--- config.mk ---
export PLATFORM = sky130hd
export DESIGN_NAME = quad_step_decoder
export DESIGN_NICKNAME = d
export VERILOG_FILES = /design/src/rtl/quad_step_decoder.sv
export SDC_FILE = /design/constraint.sdc
export NUM_CORES = 1
export LEC_CHECK = 0
export CAP_MARGIN = 10
export CORE_MARGIN = 5
export CORE_UTILIZATION = 53
export DETAILED_ROUTE_END_ITERATION = 10
export MAX_ROUTING_LAYER = met4
export PLACE_DENSITY = 0.8
export SLEW_MARGIN = 25
export SYNTH_ARGS = -nofsm -noshare
export SYNTH_HDL_FRONTEND = slang
export SYNTH_SLANG_ARGS = --single-unit
--- constraint.sdc ---
create_clock -name clk -period 3.9 [get_ports clk]
set_input_delay 0.585 -clock clk [delete_from_list [all_inputs] [get_ports clk]]
set_output_delay 0.585 -clock clk [all_outputs]
set_load 0.005 [all_outputs]
--- src/rtl/quad_step_decoder.sv ---
// Quadrature (A/B) decoder: synchronizes both phases, emits a one-cycle step pulse with
// direction for every legal Gray-code transition and keeps a wrapping N-bit position count.
module quad_step_decoder #(
    parameter int unsigned N           = 4,
    parameter int unsigned SYNC_STAGES = 2
) (
    input  logic         clk,
    input  logic         reset,
    input  logic         a_in,
    input  logic         b_in,
    input  logic         clr,
    output logic [N-1:0] q_out,
    output logic         step,
    output logic         dir,
    output logic         err
);

    localparam int unsigned CntW = $clog2(SYNC_STAGES + 1);

    typedef enum logic {StInit, StRun} state_e;

    logic [SYNC_STAGES-1:0] a_sync_q;
    logic [SYNC_STAGES-1:0] b_sync_q;
    logic [1:0]             s;

    state_e          state_q, state_d;
    logic [CntW-1:0] init_cnt_q, init_cnt_d;
    logic [1:0]      prev_q, prev_d;
    logic [N-1:0]    q_q, q_d;
    logic            step_q, step_d;
    logic            dir_q, dir_d;
    logic            err_q, err_d;

    logic [1:0] delta;
    logic       is_up;
    logic       is_down;
    logic       is_illegal;

    always_ff @(posedge clk or posedge reset) begin
        if (reset) begin
            a_sync_q <= '0;
            b_sync_q <= '0;
        end else begin
            a_sync_q <= {a_sync_q[SYNC_STAGES-2:0], a_in};
            b_sync_q <= {b_sync_q[SYNC_STAGES-2:0], b_in};
        end
    end

    assign s = {a_sync_q[SYNC_STAGES-1], b_sync_q[SYNC_STAGES-1]};

    // Gray code {a,b} to cyclic position: 00=0, 10=1, 11=2, 01=3; up = +1 mod 4.
    function automatic logic [1:0] gray_to_pos(input logic [1:0] g);
        case (g)
            2'b00:   gray_to_pos = 2'd0;
            2'b10:   gray_to_pos = 2'd1;
            2'b11:   gray_to_pos = 2'd2;
            default: gray_to_pos = 2'd3;
        endcase
    endfunction

    always_comb begin
        delta      = gray_to_pos(s) - gray_to_pos(prev_q);
        is_up      = (delta == 2'd1);
        is_down    = (delta == 2'd3);
        is_illegal = (delta == 2'd2);
    end

    always_comb begin
        state_d    = state_q;
        init_cnt_d = init_cnt_q;
        prev_d     = s;
        q_d        = q_q;
        step_d     = 1'b0;
        dir_d      = dir_q;
        err_d      = err_q;

        unique case (state_q)
            StInit: begin
                if (init_cnt_q == CntW'(SYNC_STAGES)) begin
                    state_d = StRun;
                end else begin
                    init_cnt_d = init_cnt_q + CntW'(1);
                end
            end
            StRun: begin
                if (is_up || is_down) begin
                    step_d = 1'b1;
                    dir_d  = is_up;
                    q_d    = is_up ? q_q + N'(1) : q_q - N'(1);
                end
                if (is_illegal) begin
                    err_d = 1'b1;
                end
            end
            default: state_d = StInit;
        endcase

        // clr beats the count, but an illegal transition in the same cycle re-arms err.
        if (clr) begin
            q_d   = '0;
            err_d = (state_q == StRun) && is_illegal;
        end
    end

    always_ff @(posedge clk or posedge reset) begin
        if (reset) begin
            state_q    <= StInit;
            init_cnt_q <= '0;
            prev_q     <= 2'b00;
            q_q        <= '0;
            step_q     <= 1'b0;
            dir_q      <= 1'b0;
            err_q      <= 1'b0;
        end else begin
            state_q    <= state_d;
            init_cnt_q <= init_cnt_d;
            prev_q     <= prev_d;
            q_q        <= q_d;
            step_q     <= step_d;
            dir_q      <= dir_d;
            err_q      <= err_d;
        end
    end

    assign q_out = q_q;
    assign step  = step_q;
    assign dir   = dir_q;
    assign err   = err_q;

endmodule

; ---- Word-level counts from Yosys, hierarchy flattened
; Index checks and enable logic that the tools add are counted.
[op_classes]
add_sub_neg = 4
n_eq_ne = 8
muxes = 13
bitwise = 2
n_reduce_logical = 11
[op_table]
columns = operator, count
row1 = $mux W4, 4
row2 = $eq A2 B2 Y1 const B, 7
row3 = $pmux W2 S3, 2
row4 = $reduce_and A2 Y1, 4
row5 = $mux W1, 7
row6 = $reduce_bool A2 Y1, 3
row7 = $add A4 B1 Y4 const B, 1
row8 = $logic_not A2 Y1, 2
row9 = $sub A4 B1 Y4 const B, 1
row10 = $add A2 B1 Y2 const B, 1
row11 = $eq A2 B1 Y1 const B, 1
row12 = $not A1 Y1, 2
row13 = $sub A2 B2 Y2, 1
row14 = $logic_and A1 B1 Y1, 1
row15 = $logic_or A1 B1 Y1, 1
[totals]
ff_bits = 16
in_bits = 5
out_inout_bits = 7
word_cells = 47

; ---- Depth between registers and ports, before layout
[logic_depth]
word_depth = 8
depth_mapped = 9
mapped_depth_nobuf = 9

; ---- Worst setup path after synthesis
; OpenSTA, ideal clock, no wires.
[synth_timing]
path_kind = reg2reg
start = reg b_sync_q[1]
end = reg q_q[3], in the netlist q_out[3]
setup_time_ns = 0.128
arrival_ns = 2.301
t_required_ns = 3.772
slack_ns = 1.471
stages_incl_launch_ff = 10
path_buffers = 0
period_less_slack_ns = 2.429
path_cell_list = dfrtp_1 > xnor2_1 > ha_1 > xor3_2 > or2_1 > ha_1 > a21oi_1 > a211oi_2 > o21ai_1 > mux2_1
[synth_via]
elab_chain_len = 8
word_cells_on_any_way = 14
classes_between = add/sub: 1 / eq/ne: 4 / mux: 5 / reduce/logical: 4
[synth_lines]
columns = item, line_no
row1 = "start, declared", 23  ; logic [SYNC_STAGES-1:0] b_sync_q;
row2 = "start signal, assigned", 45  ; b_sync_q <= {b_sync_q[SYNC_STAGES-2:0], b_in};
row3 = $eq A2 B2 Y1 or $logic_not A2 Y1 (tied branches), 53  ; case (g)
row4 = $pmux W2 S3 (*), 53
row5 = $sub A2 B2 Y2 (*), 62  ; delta = gray_to_pos(s) - gray_to_pos(prev_q);
row6 = $eq A2 B1 Y1, 63  ; is_up = (delta == 2'd1);
row7 = $mux W4, 89  ; q_d = is_up ? q_q + N'(1) : q_q - N'(1);
row8 = $mux W4, 86  ; if (is_up || is_down) begin
row9 = $mux W4, 77  ; unique case (state_q)
row10 = $mux W4, 99  ; if (clr) begin
row11 = "end signal, assigned", 118  ; q_q <= q_d;
row12 = "end, declared", 29  ; logic [N-1:0] q_q, q_d;
; Mark *: on every way between the ends. The rest lies on a longest branch, timed or not. The select of a mux whose other input is x is not followed.
; A chain may end at the register's enable or synchronous reset.

; ---- Final worst setup path
; Same ends and word-level chain as after synthesis.

==> impl_metrics.tcl <==
set metrics [dict create \
    status "completed" \
    die_w_um 46.5 \
    grt_pass1_vias 458 \
    gp_congestion 0.707 \
    period_minus_slack_ns 2.57 \
    rows 13 \
    fin_util_pct 67.0 \
    clock-skew-final_ns 0.00761 \
    rsz0062_at_grt "false" \
    grt_pass1_wl_um 1860 \
    hold_violations 0 \
    die_h_um 46.5 \
    h-tree-depth 1 \
    grt_max_degree 17 \
    antenna_left 0 \
    start_util_pct 54.8 \
    cts_made_buffers 3 \
    cts_resized 0 \
    syn_avg_cell_area_um2 12.4 \
    synth_seq_cells 16 \
    crit_fanout 5 \
    crit_type "reg -> reg" \
    drive_above_1_share_pct 8.57 \
    routedWlPerCell_um 12.0 \
    p_switching_uw 137 \
    drt_iter0_markers 3 \
    ir_worst_vdd_uv 293 \
    ys_warn_count 0 \
    relSlewSlack_pct 61.1 \
    holdCritPathClass "reg -> reg" \
    drv_cap 0 \
    clkTransAtPathRegs_ns 0.09 \
    tightest_slew_ns 0.582 \
    cts_tree "done" \
    clock_path_buffers 2 \
    required_ns 4.07 \
    period_share_pct 66.0 \
    postLayoutCellArea_um2 861 \
    syn_nets 67 \
    diodes 0 \
    final_max_slew_viol_count 0 \
    grt_use_total_pct 12.6 \
    clkPwrFrac_pct 21.6 \
    nNetsFinal 81 \
    synth.distinct_cells 23 \
    seq_power_share_pct 43.5 \
    syn_area_um2 704 \
    endpoint_kind "flip-flop" \
    hpwl_um 771 \
    pwr-share-comb_pct 34.9 \
    ys_seq_area_share_pct 56.8 \
    timing.fmax_mhz 388 \
    root_buffer "clkbuf_4" \
    dp_cells 81 \
    drtPass1Iterations 2 \
    netSwitchingFraction_pct 28.3 \
    drc 0 \
    fill_cells 91 \
    postSynthCellCount 57 \
    via_count 416 \
    internal_power_uw 348 \
    post_cts_buffers 0 \
    core_area_mm2 0.00128 \
    placed_area_um2 825 \
    clk_latency_ns 0.27 \
    num_io_pins 12 \
    vias_per_cell 4.89 \
    grt_overflow 0 \
    leakagePower_uw 0.000394 \
    cts-hold-fix-buffers 0 \
    synthToLayoutAreaGrowth_pct 22.2 \
    die_area_mm2 0.00216 \
    numPortBuffers 11 \
    final_cells 85 \
    tns_ns 0 \
    critical_path.startpoint_type "flip-flop" \
    power.density_mw_per_mm2 563 \
    setup_viol 0 \
    routed_wl_um 1020 \
    antenna_found_initial 0 \
    clock_sinks 16 \
    critPathArrivalTime_ns 2.74 \
]
==> metrics by stage <==
step,worst slack [ns],hold slack [ns],power [uW]
after floorplan,1.47,0.331,318
after global placement,1.38,0.334,382
after detailed placement,1.33,0.350,385
after CTS,1.31,0.371,493
after global routing,1.12,0.387,524
final,1.33,0.365,485
==> cell usage after synthesis (all sizes together) <==
| master | count | area [um2] |
|---|---|---|
| xor3 | 1 | 25.0 |
| dfrtp | 16 | 400 |
| o211a | 1 | 10.0 |
| ha | 4 | 50.1 |
| nand2 | 1 | 3.75 |
| a211oi | 2 | 20.0 |
| nor2b | 2 | 12.5 |
| fa | 1 | 20.0 |
| mux2i | 1 | 10.0 |
| or2 | 2 | 12.5 |
| inv | 6 | 22.5 |
| mux2 | 1 | 11.3 |
| clkbuf | 1 | 3.75 |
| a21oi | 2 | 10.0 |
| xnor2 | 4 | 35.0 |
| buf | 1 | 5.00 |
| nor2 | 5 | 18.8 |
| o21ai | 3 | 15.0 |
| nand3 | 2 | 10.0 |
| xor2 | 1 | 8.76 |
==> cells by family (layout without fill, tap and decap cells) <==
logic type / Yosys count / count (layout) / synth area share, %
buf+inv: 8 / 21 / 4.44
mux: 2 / 2 / 3.02
simple gates: 12 / 12 / 8.17
compound gates: 8 / 8 / 7.81
xor+xnor: 6 / 6 / 9.77
fa+ha+maj: 5 / 5 / 9.95
flops: 16 / 16 / 56.8
==> layout by cell type (no fill, tap or decap), types with 2 or more instances in the layout <==
cell             instances
a21oi_1                  2
clkbuf_4                 3
clkdlybuf4s50_1         11
dfrtp_1                 16
ha_1                     4
inv_1                    6
nand3_1                  2
nor2_1                   5
nor2b_1                  2
o21ai_1                  2
xnor2_1                  4
==> metal layers <==
layer | vias to the layer above | GRT usage [%] | wire length, um
li1 | 210 | - | -
met1 | 200 | 14.5 | 464
met2 | 4 | 21.4 | 513
met3 | 2 | 3.52 | 29
met4 | 0 | 3.41 | 9
met5 | - | - | 0
==> flip-flops by register name, indices dropped and copies added (netlist names), 2 cells and up <==
signal / cells
q_out: 4
init_cnt_q: 2
prev_q: 2
b_sync_q: 2
a_sync_q: 2
==> final cells by class <==
| class | instances | area, um2 | share of cell area, % |
|---|---|---|---|
| Clock buffer | 4 | 36.3 | 4.22 |
| Inverter | 6 | 22.5 | 2.62 |
| Sequential cell | 16 | 400 | 46.5 |
| Timing Repair Buffer | 11 | 110 | 12.8 |
| Multi-Input combinational cell | 33 | 273 | 31.7 |
| Tap cell | 15 | 18.8 | 2.18 |
==> critical path, stage by stage, from the launching register on <==
cell,delay (ns)
dfrtp_1,0.42
xnor2_1,0.18
ha_1,0.17
xor3_2,0.30
or2_1,0.27
ha_1,0.33
a21oi_1,0.21
a211oi_2,0.09
o21ai_1,0.16
mux2_1,0.33
==> path summary, 6_finish.rpt <==
check,start,end,slack (ns),cells after the start
worst max-delay path,b_sync_q[1],q_out[3],1.33,9
worst max register to register,b_sync_q[1],q_out[3],1.33,9
worst min register to register,b_sync_q[0],b_sync_q[1],0.37,0
min in group asynchronous,reset,step,0.66,2
max in group asynchronous,reset,b_sync_q[1],2.86,2
worst min-delay path,b_sync_q[0],b_sync_q[1],0.37,0
==> power groups by stage <==
stage | clock network, uW | logic (uW) | registers [uW]
2_1_floorplan | 0 | 103 | 215
3_5_place_dp | 0 | 170 | 215
5_1_grt | 118 | 190 | 216
4_1_cts | 110 | 172 | 211
3_3_place_gp | 0 | 168 | 214
6_report | 105 | 169 | 211
(Power assumes the default switching activity.)
